<file path="src/rtl/mem_access_ctrl.sv">
// mem_access_ctrl: two-requester memory sequencer driving the shared MAR.
// Each transaction walks IDLE -> LOAD -> XFER -> ACCESS -> RESP. A round-robin
// bit decides ties between the fetch and load/store ports. Every output is a
// register except busy, which is decoded from the state.
module mem_access_ctrl #(
    parameter int AW   = 13,
    parameter int DW   = 16,
    parameter int WAIT = 2
) (
    input  logic          clk,
    input  logic          rst,
    input  logic          if_req,
    input  logic [AW-1:0] if_addr,
    output logic          if_ack,
    output logic [DW-1:0] if_rdata,
    input  logic          ls_req,
    input  logic          ls_we,
    input  logic [AW-1:0] ls_addr,
    input  logic [DW-1:0] ls_wdata,
    output logic          ls_ack,
    output logic [DW-1:0] ls_rdata,
    output logic          mar_wr_en,
    output logic [AW-1:0] mar_in,
    output logic          mar_re_en,
    output logic          mem_rd,
    output logic          mem_wr,
    output logic [DW-1:0] mem_wdata,
    input  logic [DW-1:0] mem_rdata,
    output logic          busy
);

    typedef enum logic [2:0] {IDLE, LOAD, XFER, ACCESS, RESP} state_t;

    localparam logic [3:0] WAIT_CNT = 4'(WAIT);

    state_t        state;
    logic [3:0]    cnt;
    logic          owner_ls;   // 1 = load/store owns the current transaction
    logic          last_ls;    // 1 = load/store won the most recent grant
    logic          we_q;
    logic [DW-1:0] wdata_q;
    logic          grant_ls;

    // Round-robin pick: a lone requester wins, and a tie goes to the side that did not win last.
    always_comb begin
        grant_ls = ls_req && (!if_req || !last_ls);
    end

    assign busy = (state != IDLE);

    // Transaction sequencer. Outputs are set one edge early, so each one is valid during its own state.
    always_ff @(posedge clk) begin
        if (rst) begin
            state     <= IDLE;
            cnt       <= 4'd0;
            owner_ls  <= 1'b0;
            last_ls   <= 1'b1;
            we_q      <= 1'b0;
            wdata_q   <= '0;
            if_ack    <= 1'b0;
            ls_ack    <= 1'b0;
            if_rdata  <= '0;
            ls_rdata  <= '0;
            mar_wr_en <= 1'b0;
            mar_in    <= '0;
            mar_re_en <= 1'b0;
            mem_rd    <= 1'b0;
            mem_wr    <= 1'b0;
            mem_wdata <= '0;
        end else begin
            if_ack <= 1'b0;
            ls_ack <= 1'b0;
            case (state)
                IDLE: begin
                    if (if_req || ls_req) begin
                        owner_ls  <= grant_ls;
                        last_ls   <= grant_ls;
                        we_q      <= grant_ls && ls_we;
                        wdata_q   <= grant_ls ? ls_wdata : '0;
                        mar_in    <= grant_ls ? ls_addr : if_addr;
                        mar_wr_en <= 1'b1;
                        state     <= LOAD;
                    end
                end
                LOAD: begin
                    mar_wr_en <= 1'b0;
                    mar_re_en <= 1'b1;
                    state     <= XFER;
                end
                XFER: begin
                    mar_re_en <= 1'b0;
                    cnt       <= 4'd0;
                    mem_rd    <= !we_q;
                    mem_wr    <= we_q;
                    mem_wdata <= wdata_q;
                    state     <= ACCESS;
                end
                ACCESS: begin
                    if (cnt == WAIT_CNT) begin
                        mem_rd <= 1'b0;
                        mem_wr <= 1'b0;
                        if (!we_q) begin
                            if (owner_ls) ls_rdata <= mem_rdata;
                            else          if_rdata <= mem_rdata;
                        end
                        if_ack <= !owner_ls;
                        ls_ack <= owner_ls;
                        state  <= RESP;
                    end else begin
                        cnt <= cnt + 4'd1;
                    end
                end
                RESP: begin
                    state <= IDLE;
                end
                default: begin
                    state <= IDLE;
                end
            endcase
        end
    end

endmodule

</file>
<file path="config.mk">
export PLATFORM = sky130hd
export DESIGN_NAME = mem_access_ctrl
export DESIGN_NICKNAME = d
export VERILOG_FILES = /design/src/rtl/mem_access_ctrl.sv
export SDC_FILE = /design/constraint.sdc
export NUM_CORES = 1
export LEC_CHECK = 0
export ABC_CLOCK_PERIOD_IN_PS = 2200
export BUFFER_PORTS_ARGS = -buffer_cell sky130_fd_sc_hd__buf_4
export CAP_MARGIN = 20
export CORE_ASPECT_RATIO = 0.8
export CORE_MARGIN = 2
export CORE_UTILIZATION = 50
export DETAILED_ROUTE_END_ITERATION = 8
export PLACE_DENSITY_LB_ADDON = 0.2
export SLEW_MARGIN = 0
export SYNTH_ARGS = -nofsm -noshare
export SYNTH_HDL_FRONTEND = slang
export SYNTH_SLANG_ARGS = --single-unit
</file>
<file path="constraint.sdc">
create_clock -name clk -period 2.2 [get_ports clk]
set_input_delay 0.11 -clock clk [delete_from_list [all_inputs] [get_ports clk]]
set_output_delay 0.11 -clock clk [all_outputs]
set_load 0.05 [all_outputs]
</file>
==> results.ini <==
[run_status]
status=complete, no violations

[timing]
layout_min_cycle_time_ns=1.89
setup_viol=0
max-slew-margin-rel_pct=56.6
period_share_pct=86.0
clock_skew_ns=0.00639
tns_ns=0
slew_violations=0
rsz0062_at_grt=false
worstMarginPinSlew_ns=0.651
max_freq_mhz=529
hold_viol=0

[clock_tree]
cts_tree=done
clk_pin_slew_worst_paths_ns=0.09
cts_buffers=9
ctsResizeCount=0
clockRootBuffer=clkbuf_8
clk_latency_ns=0.35
h-tree-depth=3
cts_buffer_depth=2
cts_setup_buffers=0
cts.sinks=93

[synth]
avgSynthCellArea_um2=9.31
synth_edf_count=0
ys_ff_latch=93
synthFlopType=dfxtp_1
syn_area_um2=3930
synth_seq_area_share_pct=47.4
synthArstFlopShare_pct=0
netlist_instances=422
synthesis.nets=487
synth.distinct_cells=43
yosys_warnings=0

[worst_setup_path]
crit_required_ns=2.09
setup.worst_path.end_class=primary output
critical_path_arrival_ns=1.78
cp_max_fo=16
cp-start-kind=flop
critical_path_class=reg2out

[floorplan]
ios=131
dieWidth_um=103
initial_core_util_pct=52.4
coreArea_um2=7500
die_area_um2=8590
rows=28
die_h_um=83.3

[route]
vias_per_cell=5.19
drc=0
drtAntennaViolNets=0
wl_per_cell_um=14.5
first_pass_iters=4
vias=3454
first_iter_violations=120
wl_um=9660

[final_layout]
fin_util_pct=70.7
stdcell_area_um2=5300
finalNetCount=621
layout_commonest_cell=buf_4
antenna_cells=0
areaGrowthSynthToFinish_pct=35.0
layout_common_cells=buf_4, dfxtp_1, nand2b_1
layout-drive-gt1-share_pct=32.6
nFillCells=628

[pwr]
leakagePower_nw=2.28
cellPowerDensity_nw_per_um2=649
power_mw=3.44
peakVddDrop_mv=0.374

[worst_hold_path]
hold_path.class=in2reg

[global_routing]
grt_pass1_wl_um=15400
antenna_found_initial=0
track_usage_pct=22.2
grt_pass1_vias=3238
grt-ovfl-total=0
grt_max_degree=61

[place]
place_congestion=0.755
portBuffers=130
dp_hpwl_um=6440
dpl_cell_area_um2=4940

[run]
max_cap_viol_count=0

-- kinds of logic after synthesis --
logic type	after synthesis	synth area share [%]
compound gates	96	15.9
mux	33	8.44
buf+inv	52	5.76
simple gates	146	21.9
flops	93	47.4
fa+ha+maj	2	0.637
-- final cells by class --
type	count	area (µm²)	area share [%]
Multi-Input combinational cell	277	1840	34.7
Inverter	17	63.8	1.20
Timing Repair Buffer	158	1230	23.2
Tap cell	105	131	2.48
Clock buffer	10	128	2.41
Clock inverter	6	46.3	0.873
Sequential cell	93	1860	35.1
-- state kept, by name (all words and copies together), names as in the netlist --
signal,count
cnt,4
if_ack,1
if_rdata,16
last_ls,1
ls_ack,1
ls_rdata,16
mar_in,13
mar_re_en,1
mar_wr_en,1
mem_rd,1
mem_wdata,16
mem_wr,1
owner_ls,1
state,3
wdata_q,16
we_q,1
-- where the power goes --
part	total [mW]	internal, mW	switching (mW)
Sequential	1.79	1.74	0.0521
Clock	1.02	0.419	0.598
Combinational	0.629	0.256	0.373
-- cell usage after synthesis, drive strengths merged (3+ instances only) --
master   count  share of area [%]
a2111oi     13                2.9
a21oi       53                6.7
a31o        17                3.8
buf         16                2.3
clkbuf      19                1.8
dfxtp       93                 47
inv         17                1.6
mux2i       32                8.2
nand2       34                3.2
nand2b      69                 11
nand3        5               0.64
nor2         3               0.29
nor3        16                2.3
nor3b        3                1.1
-- routing by layer --
metal / part of all wire (%) / GRT usage [%]
met2: 50 / 36.7
met3: 4.5 / 5.22
met1: 44 / 28.5
met5: 0 / 0
met4: 1.3 / 6.58
-- worst max-delay path, stage by stage, from the launching register on --
cell,delay [ns]
dfxtp_1,0.69
nor3_4,0.10
inv_1,0.36
buf_4,0.28
-- timing repair --
item | CTS | global route
endpoints found under the hold margin | 18 | 0
setup endpoints to repair | 0 | 0
hold buffers | 18 | 0
-- path summary, 6_finish.rpt --
kind | depth (start not counted) | end | slack, ns | start
worst min register to register | 2 | mem_wdata[2] | 0.46 | mem_wdata[2]
worst min-delay path | 3 | mar_in[7] | 0.02 | if_addr[7]
worst max-delay path | 3 | busy | 0.31 | state[0]
worst max register to register | 6 | if_rdata[12] | 0.36 | cnt[0]
-- stage by stage --
stage                     setup WS [ns]  hold slack [ns]  cells
after floorplan                   0.543            0.249    422
after global placement            0.387            0.340    631
after detailed placement          0.322            0.344    631
after CTS                         0.285         0.000182    665
after global routing              0.155          0.00822    666
final                             0.309           0.0156    666
No activity file was read; power rests on OpenSTA's default activity.
